$ cat config.mk
export PLATFORM = sky130hd
export DESIGN_NAME = adc_scan_serial_tx
export DESIGN_NICKNAME = d
export VERILOG_FILES = /design/src/rtl/adc_scan_pkg.sv /design/src/rtl/adc_scan_serial_tx_core.sv /design/src/rtl/adc_scan_serial_tx.sv
export SDC_FILE = /design/constraint.sdc
export NUM_CORES = 1
export LEC_CHECK = 0
export BUFFER_PORTS_ARGS = -buffer_cell sky130_fd_sc_hd__buf_2
export CAP_MARGIN = 20
export CORE_UTILIZATION = 30
export DETAILED_ROUTE_END_ITERATION = 8
export GPL_TIMING_DRIVEN = 1
export HOLD_SLACK_MARGIN = 0.1
export PLACE_DENSITY = 0.48
export SKIP_LAST_GASP = 1
export SYNTH_ARGS = -nofsm -noshare
export SYNTH_HDL_FRONTEND = slang
export SYNTH_SLANG_ARGS = --single-unit
$ cat constraint.sdc
create_clock -name clock -period 3.7 [get_ports clock]
set_input_delay 0.37 -clock clock [delete_from_list [all_inputs] [get_ports clock]]
set_output_delay 0.37 -clock clock [all_outputs]
set_load 0.005 [all_outputs]
$ cat src/rtl/adc_scan_pkg.sv
// Shared definitions for the channel-scan / serial-link block.
//   scan_state_t : channel-scan FSM encodings
//   tx_state_t   : serial transmitter FSM encodings
//   clog2()      : ceiling log2, usable in localparam expressions
package adc_scan_pkg;

    typedef enum logic [3:0] {
        SC_MUX    = 4'd0,
        SC_SETTLE = 4'd1,
        SC_SOC    = 4'd2,
        SC_WAIT   = 4'd3,
        SC_NEXT   = 4'd4,
        SC_TAG    = 4'd5,
        SC_TAGW   = 4'd6,
        SC_DATA   = 4'd7,
        SC_DATAW  = 4'd8
    } scan_state_t;

    typedef enum logic [2:0] {
        TX_IDLE    = 3'd0,
        TX_WAITDSR = 3'd1,
        TX_START   = 3'd2,
        TX_DATA    = 3'd3,
        TX_PAR     = 3'd4,
        TX_STOP    = 3'd5
    } tx_state_t;

    // Smallest r with 2**r >= value; 0 for value <= 1.
    function automatic int clog2(input int value);
        int r;
        r = 0;
        for (int i = 0; i < 31; i++) begin
            if ((1 << i) < value) begin
                r = i + 1;
            end
        end
        return r;
    endfunction

endpackage

$ cat src/rtl/adc_scan_serial_tx_core.sv
// UART-like frame transmitter with dsr gating.
// Frame: start(0), DATA_W bits MSB first, optional even parity, STOP_BITS ones,
// every symbol held BIT_DELAY clocks.
//
// Ports:
//   clock, reset_n : system clock, synchronous active-low reset
//   tx_req         : request to send tx_word (held by requester until accepted)
//   tx_word        : word to send, latched on accept
//   dsr            : receiver ready; only consulted before the frame starts
//   tx_accept      : request taken this cycle (idle and tx_req)
//   tx_done        : one-cycle pulse on the last cycle of the final stop symbol
//   data_out       : serial line, idles high
//   error          : set while a request waits on dsr=0, cleared at frame start
//   busy           : a frame is pending or being shifted
//
// state      | meaning
// -----------+--------------------------------------------
// TX_IDLE    | line high, waiting for tx_req
// TX_WAITDSR | word latched, receiver not ready (error set)
// TX_START   | start symbol (0)
// TX_DATA    | data bits, MSB first, sym_idx counts bits
// TX_PAR     | even parity symbol
// TX_STOP    | stop symbols, sym_idx counts stop symbols
module serial_tx_core
    import adc_scan_pkg::*;
#(
    parameter int DATA_W    = 8,
    parameter int BIT_DELAY = 104,
    parameter int PARITY_EN = 0,
    parameter int STOP_BITS = 1
) (
    input  logic              clock,
    input  logic              reset_n,
    input  logic              tx_req,
    input  logic [DATA_W-1:0] tx_word,
    input  logic              dsr,
    output logic              tx_accept,
    output logic              tx_done,
    output logic              data_out,
    output logic              error,
    output logic              busy
);

    localparam int CNT_W = (clog2(BIT_DELAY) < 1) ? 1 : clog2(BIT_DELAY);
    localparam int IDX_W = clog2(DATA_W + 4);
    localparam logic [CNT_W-1:0] CNT_LOAD  = CNT_W'(BIT_DELAY - 1);
    localparam logic [IDX_W-1:0] LAST_DATA = IDX_W'(DATA_W - 1);
    localparam logic [IDX_W-1:0] LAST_STOP = IDX_W'(STOP_BITS - 1);

    tx_state_t         state, state_next;
    logic [CNT_W-1:0]  bit_cnt;
    logic [IDX_W-1:0]  sym_idx;
    logic [DATA_W-1:0] shift_reg;
    logic              parity_bit;
    logic              bit_tc;
    logic              load_word, load_cnt, shift_en, idx_clr, idx_inc, err_set, err_clr;

    assign bit_tc = (bit_cnt == '0);

    always_ff @(posedge clock) begin
        if (!reset_n) begin
            state <= TX_IDLE;
        end else begin
            state <= state_next;
        end
    end

    always_comb begin
        state_next = state;
        load_word  = 1'b0;
        load_cnt   = 1'b0;
        shift_en   = 1'b0;
        idx_clr    = 1'b0;
        idx_inc    = 1'b0;
        err_set    = 1'b0;
        err_clr    = 1'b0;
        case (state)
            TX_IDLE: begin
                if (tx_req) begin
                    load_word = 1'b1;
                    if (dsr) begin
                        state_next = TX_START;
                        load_cnt   = 1'b1;
                        err_clr    = 1'b1;
                    end else begin
                        state_next = TX_WAITDSR;
                        err_set    = 1'b1;
                    end
                end
            end
            TX_WAITDSR: begin
                if (dsr) begin
                    state_next = TX_START;
                    load_cnt   = 1'b1;
                    err_clr    = 1'b1;
                end else begin
                    err_set = 1'b1;
                end
            end
            TX_START: begin
                if (bit_tc) begin
                    state_next = TX_DATA;
                    load_cnt   = 1'b1;
                    idx_clr    = 1'b1;
                end
            end
            TX_DATA: begin
                if (bit_tc) begin
                    load_cnt = 1'b1;
                    if (sym_idx == LAST_DATA) begin
                        idx_clr    = 1'b1;
                        state_next = (PARITY_EN != 0) ? TX_PAR : TX_STOP;
                    end else begin
                        idx_inc  = 1'b1;
                        shift_en = 1'b1;
                    end
                end
            end
            TX_PAR: begin
                if (bit_tc) begin
                    state_next = TX_STOP;
                    load_cnt   = 1'b1;
                    idx_clr    = 1'b1;
                end
            end
            TX_STOP: begin
                if (bit_tc) begin
                    if (sym_idx == LAST_STOP) begin
                        state_next = TX_IDLE;
                    end else begin
                        load_cnt = 1'b1;
                        idx_inc  = 1'b1;
                    end
                end
            end
            default: state_next = TX_IDLE;
        endcase
    end

    // Bit-time down-counter parks at zero outside a frame, so it never wraps.
    always_ff @(posedge clock) begin
        if (!reset_n) begin
            bit_cnt    <= '0;
            sym_idx    <= '0;
            shift_reg  <= '0;
            parity_bit <= 1'b0;
            error      <= 1'b0;
        end else begin
            if (load_cnt) begin
                bit_cnt <= CNT_LOAD;
            end else if (!bit_tc) begin
                bit_cnt <= bit_cnt - 1'b1;
            end

            if (idx_clr) begin
                sym_idx <= '0;
            end else if (idx_inc) begin
                sym_idx <= sym_idx + 1'b1;
            end

            if (load_word) begin
                shift_reg  <= tx_word;
                parity_bit <= ^tx_word;
            end else if (shift_en) begin
                shift_reg <= {shift_reg[DATA_W-2:0], 1'b0};
            end

            if (err_set) begin
                error <= 1'b1;
            end else if (err_clr) begin
                error <= 1'b0;
            end
        end
    end

    assign tx_accept = (state == TX_IDLE) && tx_req;
    assign tx_done   = (state == TX_STOP) && bit_tc && (sym_idx == LAST_STOP);
    assign busy      = (state != TX_IDLE);

    always_comb begin
        data_out = 1'b1;
        case (state)
            TX_START: data_out = 1'b0;
            TX_DATA:  data_out = shift_reg[DATA_W-1];
            TX_PAR:   data_out = parity_bit;
            default:  data_out = 1'b1;
        endcase
    end

endmodule

$ cat src/rtl/adc_scan_serial_tx.sv
// Channel scanner: steps an analog mux over NUM_CH channels, runs the ADC
// soc/eoc handshake, captures each sample and ships it (optionally preceded
// by a channel-tag frame) through serial_tx_core.
//
// Ports:
//   clock, reset_n : system clock, synchronous active-low reset
//   eoc            : ADC end of conversion, active low
//   data_in        : ADC result
//   dsr            : receiver ready
//   soc            : ADC start of conversion
//   load_dato      : one-cycle pulse while the captured sample is fresh
//   mux_en         : analog mux enable
//   canale         : channel being converted
//   data_out       : serial line
//   error          : dsr error, cleared at frame start
//   busy           : transmitter busy
//
// state     | meaning
// ----------+---------------------------------------------------
// SC_MUX    | enable mux on current channel
// SC_SETTLE | one cycle of mux settling
// SC_SOC    | raise soc
// SC_WAIT   | wait for eoc low, then capture data_in
// SC_NEXT   | drop soc and load_dato
// SC_TAG    | request tag frame (channel number)
// SC_TAGW   | wait for tag frame to finish
// SC_DATA   | request sample frame
// SC_DATAW  | wait for sample frame, then advance channel
module adc_scan_serial_tx
    import adc_scan_pkg::*;
#(
    parameter int DATA_W    = 8,
    parameter int NUM_CH    = 8,
    parameter int BIT_DELAY = 104,
    parameter int PARITY_EN = 0,
    parameter int STOP_BITS = 1,
    parameter int TAG_EN    = 0
) (
    input  logic                 clock,
    input  logic                 reset_n,
    input  logic                 eoc,
    input  logic [DATA_W-1:0]    data_in,
    input  logic                 dsr,
    output logic                 soc,
    output logic                 load_dato,
    output logic                 mux_en,
    output logic [((clog2(NUM_CH) < 1) ? 1 : clog2(NUM_CH))-1:0] canale,
    output logic                 data_out,
    output logic                 error,
    output logic                 busy
);

    localparam int CH_W = (clog2(NUM_CH) < 1) ? 1 : clog2(NUM_CH);
    localparam logic [CH_W-1:0] CH_LAST = CH_W'(NUM_CH - 1);

    scan_state_t       state, state_next;
    logic [DATA_W-1:0] hold_reg;
    logic              soc_next, mux_en_next, load_next;
    logic              hold_en, ch_adv;
    logic              tx_req, tx_accept, tx_done;
    logic [DATA_W-1:0] tx_word;

    // Request and word depend on scan state only, keeping the accept path acyclic.
    assign tx_req  = (state == SC_TAG) || (state == SC_DATA);
    assign tx_word = (state == SC_TAG) ? DATA_W'(canale) : hold_reg;

    always_ff @(posedge clock) begin
        if (!reset_n) begin
            state <= SC_MUX;
        end else begin
            state <= state_next;
        end
    end

    always_comb begin
        state_next  = state;
        soc_next    = soc;
        mux_en_next = mux_en;
        load_next   = load_dato;
        hold_en     = 1'b0;
        ch_adv      = 1'b0;
        case (state)
            SC_MUX: begin
                mux_en_next = 1'b1;
                state_next  = SC_SETTLE;
            end
            SC_SETTLE: state_next = SC_SOC;
            SC_SOC: begin
                soc_next   = 1'b1;
                state_next = SC_WAIT;
            end
            SC_WAIT: begin
                if (!eoc) begin
                    load_next   = 1'b1;
                    mux_en_next = 1'b0;
                    hold_en     = 1'b1;
                    state_next  = SC_NEXT;
                end
            end
            SC_NEXT: begin
                soc_next   = 1'b0;
                load_next  = 1'b0;
                state_next = (TAG_EN != 0) ? SC_TAG : SC_DATA;
            end
            SC_TAG: begin
                if (tx_accept) begin
                    state_next = SC_TAGW;
                end
            end
            SC_TAGW: begin
                if (tx_done) begin
                    state_next = SC_DATA;
                end
            end
            SC_DATA: begin
                if (tx_accept) begin
                    state_next = SC_DATAW;
                end
            end
            SC_DATAW: begin
                if (tx_done) begin
                    ch_adv     = 1'b1;
                    state_next = SC_MUX;
                end
            end
            default: state_next = SC_MUX;
        endcase
    end

    always_ff @(posedge clock) begin
        if (!reset_n) begin
            soc       <= 1'b0;
            mux_en    <= 1'b0;
            load_dato <= 1'b0;
            hold_reg  <= '0;
            canale    <= '0;
        end else begin
            soc       <= soc_next;
            mux_en    <= mux_en_next;
            load_dato <= load_next;
            if (hold_en) begin
                hold_reg <= data_in;
            end
            if (ch_adv) begin
                canale <= (canale == CH_LAST) ? '0 : canale + 1'b1;
            end
        end
    end

    serial_tx_core #(
        .DATA_W    (DATA_W),
        .BIT_DELAY (BIT_DELAY),
        .PARITY_EN (PARITY_EN),
        .STOP_BITS (STOP_BITS)
    ) u_tx (
        .clock     (clock),
        .reset_n   (reset_n),
        .tx_req    (tx_req),
        .tx_word   (tx_word),
        .dsr       (dsr),
        .tx_accept (tx_accept),
        .tx_done   (tx_done),
        .data_out  (data_out),
        .error     (error),
        .busy      (busy)
    );

endmodule

==> results of run 1 <==
-- worst register-to-register path: cells and delay by family (launching register included) --
| kind | cells | cell delay, ns |
|---|---|---|
| compound gates | 2 | 0.41 |
| buf+inv | 1 | 0.08 |
| fa+ha+maj | 1 | 0.18 |
| flops | 1 | 0.34 |
| simple gates | 2 | 0.99 |
-- per-layer routing --
layer / share of wire / vias up / wire, um / track usage
met1: 0.51 / 1027 / 3006 / 0.2000
met4: 0.0092 / 0 / 55 / 0.04557
met2: 0.46 / 32 / 2729 / 0.2463
li1: - / 1123 / - / -
met3: 0.027 / 5 / 158 / 0.02488
met5: 0 / - / 0 / 0
-- through the flow --
stage / instances / power [mW] / area [sq um] / utilization / setup slack, ns
finish: 411 / 1.407 / 2720 / 0.3484 / 1.597
global route: 411 / 1.511 / 2720 / 0.3484 / 1.470
CTS: 411 / 1.426 / 2720 / 0.3484 / 1.616
detailed placement: 403 / 1.055 / 2610 / 0.3343 / 1.629
global placement: 403 / 1.054 / 2610 / 0.3343 / 1.650
floorplan: 297 / 0.9417 / 2436 / - / 1.819
-- cells by family after synthesis --
| logic type | synth area share |
|---|---|
| XOR/XNOR | 0.04674 |
| adder cells (fa/ha/maj) | 0.03082 |
| multiplexers | 0.02208 |
| AND/OR/NAND/NOR | 0.2671 |
| buffers and inverters | 0.04828 |
| flip-flops | 0.3451 |
| AO/OA/AOI/OAI | 0.2399 |
-- area by class of cell --
type | instances | share of cell area
clock buffers | 6 | 0.02668
clock inverters | 2 | 0.01380
inverters | 11 | 0.01518
multi-input cells | 225 | 0.5432
flip-flops and latches | 42 | 0.3091
well taps | 102 | 0.04692
repair buffers | 23 | 0.04508
-- power groups by stage --
stage / combinational, mW / clock (mW) / sequential, mW
after floorplan: 0.390 / 0 / 0.552
after global placement: 0.461 / 0 / 0.592
after detailed placement: 0.461 / 0 / 0.594
after CTS: 0.464 / 0.380 / 0.583
after global routing: 0.521 / 0.397 / 0.593
final: 0.459 / 0.365 / 0.583
-- path summary, 6_finish.rpt --
path | start | endpoint
max | u_tx.sym_idx[0] | state[1]
min | data_in[3] | hold_reg[3]
max reg2reg | u_tx.sym_idx[0] | state[1]
min reg2reg | u_tx.shift_reg[2] | u_tx.shift_reg[2]
-- cells in the final DEF, fill, tap and decap left out, drive strengths merged, types with 2 or more instances in the layout --
cell type and count:
nor4 3, or4 4, clkbuf 6, and3 2, nand3b 3, o31ai 4
and3b 3, nand2 20, a211oi 7, nor3 9, inv 10, nor2b 7
a21oi 23, or3b 3, o21ai 24, xnor2 11, nor4b 2, nand4 3
ha 6, o21a 3, a32oi 2, nor4bb 2, xor2 2, mux2 3
a31oi 9, o221a 2, and2 2, nor3b 2, mux2i 2, a311oi 2
nor2 14, o211ai 3, nand3 24, dfxtp 42, buf 23, nand2b 4
==> key figures, run 1 <==
Power and ir drop
  • Sw frac: 0.3659
  • Comb pwr share: 0.326
  • VDD IR max: 0.1782 mV
  • Internal power: 0.8922 mW
  • Psw: 0.5149 mW
  • Total leakage power: 0.9389 nW
  • Clock share of power: 0.259
  • Reg power frac: 0.415
  • PwrDens: 517.3 nW/um^2

Synth
  • Largest cells by area after synthesis: dfxtp_1 35%, o21ai_0 4.9%, a21oi_1 4.7%, nand3_1 4.7%, xnor2_1 4.0%
  • Synth async-reset ratio: 0
  • Seq cells post-synth: 42
  • Mean post-synth cell area: 8.202 sq um
  • Yosys warnings: 0
  • Mapped cell area: 2436 sq um
  • Synth top cells by count: 42 x dfxtp_1, 24 x o21ai_0, 23 x a21oi_1, 23 x nand3_1, 20 x nand2_1
  • Syn Inst Count: 297
  • Synth cell types: 56
  • Most frequent cell after synthesis: dfxtp_1
  • Top-area cell type share of the netlist area: 0.3451
  • Number of synthesized flops with an enable pin: 0
  • Synth Flop Type: dfxtp_1
  • Sequential area share after synthesis: 0.3451
  • Synth area leader: dfxtp_1
  • Syn Nets: 315

Final layout
  • Ant. Diodes: 0
  • FILL cells: 872
  • Multi-input logic area: 1478 sq um
  • Synth-to-Final Area Change: 11.66%
  • NumNets Final: 326
  • Share of layout cells above drive strength 1: 0.1456
  • FF+latch area: 840.8 sq um

Clocking
  • H-Tree Depth: 2
  • Root Driver: clkbuf_8
  • CTS sink cnt: 42
  • TritonCTS Buffers: 5
  • Clk Latency, worst-skew pair: 0.29 ns
  • Clk pin slew, worst setup/hold paths: 0.09 ns
  • CTS Buffer Depth: 2
  • TritonCTS clock tree: done
  • Post-CTS Resized: 0
  • Post-CTS Setup Inserts: 0
  • Post-cts hold buffer count: 0

Die
  • Die W: 92.11 um
  • Starting Density: 0.3120
  • Core ar.: 7807 sq um
  • Chip Height: 92.11 um
  • Die area: 8484 sq um
  • I/O pin total: 21
  • FP Rows: 32

Critical path
  • R2R cell count: 6
  • Critical path class: reg -> reg
  • Startpoint types: flip-flop
  • Crit Path Max Fanout: 6
  • CP top delay family: simple AND/OR/NAND/NOR gates
  • CP bufs+invs: 1
  • Worst-path cell chain: inv_1 -> ha_1 -> or3b_2 -> nor4_4 -> o21ai_0 -> o221a_2
  • Critical Path Stages: 6
  • Required time of the worst setup path: 3.89 ns
  • CP arrival: 2.29 ns
  • Slowest CP cell: or3b_2
  • Worst Setup End Kind: flip-flop
  • Reg2reg setup slack: 1.60 ns
  • Largest stage delay, worst path: 0.51 ns

Routing
  • Vias per inst: 5.321
  • Routed Antenna Nets: 0
  • WL per Instance: 14.48 um
  • Iteration-0 DRC count of the detailed router: 86
  • Vias: 2187
  • DRT Wirelength: 5.950 mm
  • Post-route DRC violation count: 0
  • TritonRoute pass-1 iters: 4

Timing
  • Setup violators final: 0
  • Hold WS: 0.3180 ns
  • Worst-case clock skew: 0.005398 ns
  • Max_slew headroom: 0.4935
  • Final hold vios: 0
  • Final min period: 2.103 ns
  • Period utilisation layout: 0.5683
  • Setup TNS: 0 ns
  • Unrepaired setup endpoints after global routing: no
  • Final slew viol count: 0
  • Actual slew at the worst max-slew pin: 0.7539 ns
  • Peak Freq: 0.4756 GHz

Global route
  • First-pass GRT wire length: 10.19 mm
  • Overflow after GRT: 0
  • Vias in the first global route: 2030
  • GR Util All Layers: 0.1499
  • Largest net degree at the start of global routing: 27
  • Initial antenna violation count: 0

Placed design
  • Gp weighted congestion: 0.8053
  • DPL Wire Length: 4.151 mm
  • Port Buf Inserts: 20

Job
  • Max-cap violation count: 0

Run status
  • Outcome: completed

Hold path
  • Min-delay worst type: in -> reg
  • WHS Path Cells: 3
Power figures use the tool's default switching activity.
==> run 2, diff against run 1 <==
- clock period: 3.7 -> 2.11 ns (I/O delays scaled with it)
==> run 2 against run 1 <==
  * Via count up 3.9%
  * Routed wire length up 1.8%
  * Clock skew up 0.0060 ns
  * Sequential power up 75%
  * Register-to-register slack worse by 1.5 ns
  * Combinational power up 98%
  * Non-clock buffer count up 12
  * Sequential cell count unchanged
  * First-iteration DRC count up 53%
  * Die area unchanged
  * Clock power up 38%
==> key figures, run 2 (synthesis gave the netlist of run 1 again) <==
Clocking
  • Post-CTS Resized: 0 (unchanged)
  • H-Tree Depth: 2 (unchanged)
  • Clk pin slew, worst setup/hold paths: 0.08 ns (was 0.09 ns)
  • Root Driver: clkbuf_8 (unchanged)
  • Clk Latency, worst-skew pair: 0.30 ns (was 0.29 ns)
  • CTS sink cnt: 42 (unchanged)
  • Post-cts hold buffer count: 0 (unchanged)
  • Post-CTS Setup Inserts: 0 (unchanged)
  • CTS Buffer Depth: 2 (unchanged)
  • TritonCTS Buffers: 5 (unchanged)
  • TritonCTS clock tree: done (unchanged)

Run status
  • Outcome: completed (unchanged)

Power and ir drop
  • Psw: 0.9257 mW (was 0.5149 mW)
  • Comb pwr share: 0.374 (was 0.326)
  • Total leakage power: 0.9940 nW (was 0.9389 nW)
  • Clock share of power: 0.207 (was 0.259)
  • PwrDens: 870.7 nW/um^2 (was 517.3 nW/um^2)
  • VDD IR max: 0.2918 mV (was 0.1782 mV)
  • Reg power frac: 0.419 (was 0.415)
  • Internal power: 1.500 mW (was 0.8922 mW)
  • Sw frac: 0.3816 (was 0.3659)

Die
  • FP Rows: 32 (unchanged)
  • Chip Height: 92.11 um (unchanged)
  • Die area: 8484 sq um (unchanged)
  • Starting Density: 0.3120 (unchanged)
  • I/O pin total: 21 (unchanged)
  • Core ar.: 7807 sq um (unchanged)
  • Die W: 92.11 um (unchanged)

Timing
  • Final min period: 1.985 ns
  • Max_slew headroom: 0.6617 (was 0.4935)
  • Actual slew at the worst max-slew pin: 0.5067 ns (was 0.7539 ns)
  • Setup TNS: 0 ns (unchanged)
  • Period utilisation layout: 0.9406
  • Final slew viol count: 0 (unchanged)
  • Setup violators final: 0 (unchanged)
  • Peak Freq: 0.5038 GHz
  • Unrepaired setup endpoints after global routing: no (unchanged)
  • Slack of the critical path: 0.1252 ns (was 1.597 ns)
  • Worst-case clock skew: 0.01136 ns (was 0.005398 ns)
  • Final hold vios: 0 (unchanged)

Hold path
  • Min-delay worst type: in -> reg (unchanged)

Global route
  • First-pass GRT wire length: 10.67 mm (was 10.19 mm)
  • Largest net degree at the start of global routing: 27 (unchanged)
  • Busiest grt layer: met2 (unchanged)
  • GRT met2 Usage: 0.2469 (was 0.2463)
  • Met1 GRT Util: 0.2132 (was 0.2000)
  • Met3 usage: 0.02902 (was 0.02488)
  • Vias in the first global route: 2227 (was 2030)
  • GR Util All Layers: 0.1573 (was 0.1499)
  • Initial antenna violation count: 0 (unchanged)
  • Overflow after GRT: 0 (unchanged)

Critical path
  • Worst Setup End Kind: output port (was flip-flop)
  • CP dominant cell by count: nor2_1
  • Startpoint types: flip-flop (unchanged)
  • Slowest CP cell: or3b_2 (unchanged)
  • Worst-path cell chain: buf_4 -> or3b_2 -> nor2_1 -> nor2_1 -> buf_2 (was inv_1 -> ha_1 -> or3b_2 -> nor4_4 -> o21ai_0 -> o221a_2)
  • Largest stage delay, worst path: 0.49 ns (was 0.51 ns)
  • Crit Path Max Fanout: 15 (was 6)
  • CP arrival: 1.77 ns (was 2.29 ns)
  • Required time of the worst setup path: 1.90 ns (was 3.89 ns)
  • Critical path class: reg -> out (was reg -> reg)

Final layout
  • Most frequent cells in the layout: 42 x dfxtp_1, 23 x a21oi_1, 23 x nand3_1, 23 x o21ai_0 (was 42 x dfxtp_1, 24 x o21ai_0, 23 x a21oi_1, 23 x nand3_1)
  • Synth-to-Final Area Change: 14.38% (was 11.66%)
  • Share of layout cells above drive strength 1: 0.1844 (was 0.1456)
  • FILL cells: 857 (was 872)
  • Ant. Diodes: 0 (unchanged)
  • NumNets Final: 338 (was 326)
  • Most common cell after layout, fill and taps aside: dfxtp_1 (unchanged)

Routing
  • Iteration-0 DRC count of the detailed router: 132 (was 86)
  • WL per Instance: 14.35 um (was 14.48 um)
  • DRT Wirelength: 6.057 mm (was 5.950 mm)
  • Vias: 2272 (was 2187)
  • Routed Antenna Nets: 0 (unchanged)
  • Vias per inst: 5.384 (was 5.321)
  • TritonRoute pass-1 iters: 4 (unchanged)
  • Post-route DRC violation count: 0 (unchanged)

Placed design
  • Port Buf Inserts: 20 (unchanged)
  • DPL Wire Length: 4.291 mm (was 4.151 mm)
  • Gp weighted congestion: 0.8087 (was 0.8053)
  • Dpl ws: 0.1161 ns (was 1.629 ns)

Job
  • Max-cap violation count: 0 (unchanged)
## run 2: final timing paths
path              slack, ns              start  cells after the start                 to
setup reg to reg       0.14    u_tx.sym_idx[0]                      7          canale[2]
setup / recovery       0.13      u_tx.state[0]                      5           data_out
hold / removal         0.15         data_in[3]                      3        hold_reg[3]
hold reg to reg        0.46  u_tx.shift_reg[2]                      2  u_tx.shift_reg[2]
## run 2: cell type report
type	count	area, sq um	area share
Clock buffer	5	68.82	0.02470
Clock inverter	2	10.01	0.003592
Inverter	11	41.29	0.01482
Multi-Input combinational cell	225	1485	0.5330
Sequential cell	42	840.8	0.3018
Tap cell	102	127.6	0.04580
Timing Repair Buffer	35	212.7	0.07634
## run 2: critical path: cells and delay by family (launching register included)
kind / cells / cell delay (ns)
buf+inv: 2 / 0.35
simple gates: 3 / 0.65
flops: 1 / 0.47
## run 2: power by group through the flow
stage	clock network, mW	logic, mW	registers (mW)
6_report	0.503	0.907	1.02
5_1_grt	0.556	1.02	1.03
4_1_cts	0.524	0.906	1.01
3_5_place_dp	0	0.902	1.03
3_3_place_gp	0	0.897	1.03
2_1_floorplan	0	0.683	0.968
## run 2: per-layer routing
layer  part of all wire  routed length [um]
met1               0.50                3017
met2               0.45                2740
met3              0.031                 188
met4              0.018                 110
met5                  0                   0
## run 2: per-stage QoR
step | hold slack [ns] | instance area, sq um | total power [mW] | instances | util
after floorplan | 0.3585 | 2436 | 1.651 | 297 | -
after global placement | 0.4491 | 2700 | 1.931 | 415 | 0.3458
after detailed placement | 0.4447 | 2700 | 1.933 | 415 | 0.3458
after CTS | 0.1505 | 2779 | 2.444 | 422 | 0.3559
after global routing | 0.1700 | 2786 | 2.615 | 422 | 0.3569
final | 0.1539 | 2786 | 2.426 | 422 | 0.3569
==> run 3, diff against run 2 <==
- clock period: 2.11 -> 2.52 ns (I/O delays scaled with it)
==> run 3 against run 2 <==
  * Sequential cell count unchanged
  * Critical path type is now reg -> reg
  * Sequential power fell by 16%
  * Clock skew about the same
  * Critical path depth is 1 higher
  * Largest power group unchanged
  * Power is 13% lower
  * Combinational power down 22%
  * Utilization down 0.14 points
  * Die area did not move
  * Final cell count fell by 1.2%
  * Register-to-register slack better by 0.33 ns
  * Global-route usage decreased by 1.1 points
==> key figures, run 3 (synthesis gave the netlist of run 1 again) <==
Run status
  • Outcome: completed (unchanged)

Final layout
  • Fin util: 0.3554 (was 0.3569)
  • Most common cell after layout, fill and taps aside: dfxtp_1 (unchanged)
  • Most frequent cells in the layout: 42 x dfxtp_1, 24 x o21ai_0, 23 x a21oi_1, 23 x nand3_1 (was 42 x dfxtp_1, 23 x a21oi_1, 23 x nand3_1, 23 x o21ai_0)
  • NumNets Final: 333 (was 338)
  • Final non-filler cell total: 417 (was 422)
  • Ant. Diodes: 0 (unchanged)
  • Post-layout instance area: 2775 sq um (was 2786 sq um)
  • Share of layout cells above drive strength 1: 0.1651 (was 0.1844)
  • Synth-to-Final Area Change: 13.92% (was 14.38%)

Clocking
  • Root Driver: clkbuf_8 (unchanged)
  • Post-CTS Resized: 0 (unchanged)
  • TritonCTS clock tree: done (unchanged)
  • Post-cts hold buffer count: 0 (unchanged)
  • Post-CTS Setup Inserts: 0 (unchanged)
  • Clk pin slew, worst setup/hold paths: 0.08 ns (about the same)
  • TritonCTS Buffers: 5 (unchanged)
  • H-Tree Depth: 2 (unchanged)
  • Clk Latency, worst-skew pair: 0.29 ns (was 0.30 ns)
  • CTS Buffer Depth: 2 (unchanged)
  • CTS sink cnt: 42 (unchanged)

Placed design
  • Post-place instance area: 2663 sq um (was 2700 sq um)
  • Port Buf Inserts: 20 (unchanged)
  • Gp weighted congestion: 0.8169 (was 0.8087)
  • Placed Cells: 410 (was 415)
  • DPL Wire Length: 4.172 mm (was 4.291 mm)

Timing
  • Actual slew at the worst max-slew pin: 0.5843 ns (was 0.5067 ns)
  • Worst-case clock skew: 0.01105 ns (was 0.01136 ns)
  • Peak Freq: 0.4882 GHz
  • Max_slew headroom: 0.6099 (was 0.6617)
  • Final hold vios: 0 (unchanged)
  • Setup TNS: 0 ns (unchanged)
  • Unrepaired setup endpoints after global routing: no (unchanged)
  • Final min period: 2.048 ns
  • Period utilisation layout: 0.8128
  • Setup violators final: 0 (unchanged)
  • Final slew viol count: 0 (unchanged)

Power and ir drop
  • Internal power: 1.354 mW (was 1.500 mW)
  • Tot Pwr: 2.114 mW (was 2.426 mW)
  • PwrDens: 761.7 nW/um^2 (was 870.7 nW/um^2)
  • Clock share of power: 0.261 (was 0.207)
  • Total leakage power: 0.9804 nW (was 0.9940 nW)
  • Sw frac: 0.3593 (was 0.3816)
  • VDD IR max: 0.2855 mV (was 0.2918 mV)
  • Comb pwr share: 0.334 (was 0.374)
  • Psw: 0.7595 mW (was 0.9257 mW)
  • Reg power frac: 0.405 (was 0.419)

Routing
  • Vias per inst: 5.350 (was 5.384)
  • Routed Antenna Nets: 0 (unchanged)
  • Vias: 2231 (was 2272)
  • DRT Wirelength: 5.875 mm (was 6.057 mm)
  • Post-route DRC violation count: 0 (unchanged)
  • TritonRoute pass-1 iters: 4 (unchanged)
  • Iteration-0 DRC count of the detailed router: 114 (was 132)
  • WL per Instance: 14.09 um (was 14.35 um)

Global route
  • Largest net degree at the start of global routing: 27 (unchanged)
  • First-pass GRT wire length: 10.02 mm (was 10.67 mm)
  • Overflow after GRT: 0 (unchanged)
  • Vias in the first global route: 2065 (was 2227)
  • GR Util All Layers: 0.1462 (was 0.1573)
  • Initial antenna violation count: 0 (unchanged)

Critical path
  • Reg2reg setup slack: 0.47 ns (was 0.14 ns)
  • Largest stage delay, worst path: 0.51 ns (was 0.49 ns)
  • Startpoint types: flip-flop (unchanged)
  • Crit Path Max Fanout: 6 (was 15)
  • CP top delay family: simple AND/OR/NAND/NOR gates (unchanged)
  • Critical path class: reg -> reg (was reg -> out)
  • Worst-path cell chain: inv_1 -> ha_1 -> or3b_2 -> nor4_4 -> o21ai_0 -> o221a_2 (was buf_4 -> or3b_2 -> nor2_1 -> nor2_1 -> buf_2)
  • Slowest CP cell: or3b_2 (unchanged)
  • CP bufs+invs: 1 (was 2)
  • CP arrival: 2.24 ns (was 1.77 ns)
  • Required time of the worst setup path: 2.71 ns (was 1.90 ns)
  • Worst Setup End Kind: flip-flop (was output port)

Die
  • I/O pin total: 21 (unchanged)
  • Core ar.: 7807 sq um (unchanged)
  • Die area: 8484 sq um (unchanged)
  • Chip Height: 92.11 um (unchanged)
  • Starting Density: 0.3120 (unchanged)
  • Die W: 92.11 um (unchanged)
  • FP Rows: 32 (unchanged)

Job
  • Max-cap violation count: 0 (unchanged)

Hold path
  • Min-delay worst type: in -> reg (unchanged)
## run 3: per-stage QoR
stage	hold slack, ns	worst slack (ns)
floorplan	0.3995	0.6389
global placement	0.4478	0.5140
detailed placement	0.4472	0.4786
CTS	0.1940	0.4749
global route	0.2022	0.3164
finish	0.2032	0.4717
## run 3: final timing paths
path | endpoint | cells past startpoint | start
worst max register to register | state[1] | 6 | u_tx.sym_idx[0]
worst max-delay path | state[1] | 6 | u_tx.sym_idx[0]
worst min-delay path | hold_reg[4] | 3 | data_in[4]
worst min register to register | u_tx.shift_reg[2] | 2 | u_tx.shift_reg[2]
## run 3: cell type report
cell class | count | area, sq um
fill | 862 | 5032
multi-input combinational | 225 | 1478
sequential | 42 | 840.8
timing repair buffer | 30 | 175.2
tap | 102 | 127.6
clock buffer | 6 | 82.58
inverter | 11 | 41.29
clock inverter | 1 | 30.03
## run 3: per-layer routing
layer / GRT usage / vias up / routed length [um]
met5: 0 / - / 0
met4: 0.04557 / 0 / 77
met2: 0.2376 / 44 / 2621
met1: 0.1954 / 1038 / 2990
li1: - / 1141 / -
met3: 0.02653 / 8 / 186
## run 3: power by group through the flow
stage	Combinational, mW	Clock [mW]	Sequential, mW
6_report	0.706	0.551	0.856
5_1_grt	0.784	0.597	0.871
4_1_cts	0.709	0.567	0.855
3_5_place_dp	0.703	0	0.871
3_3_place_gp	0.704	0	0.871
2_1_floorplan	0.572	0	0.811
## run 3: worst reg2reg max path, stage by stage, from the launching register on
cell and delay, ns:
dfxtp_1 0.34, inv_1 0.08, ha_1 0.18, or3b_2 0.51, nor4_4 0.45, o21ai_0 0.13
o221a_2 0.28
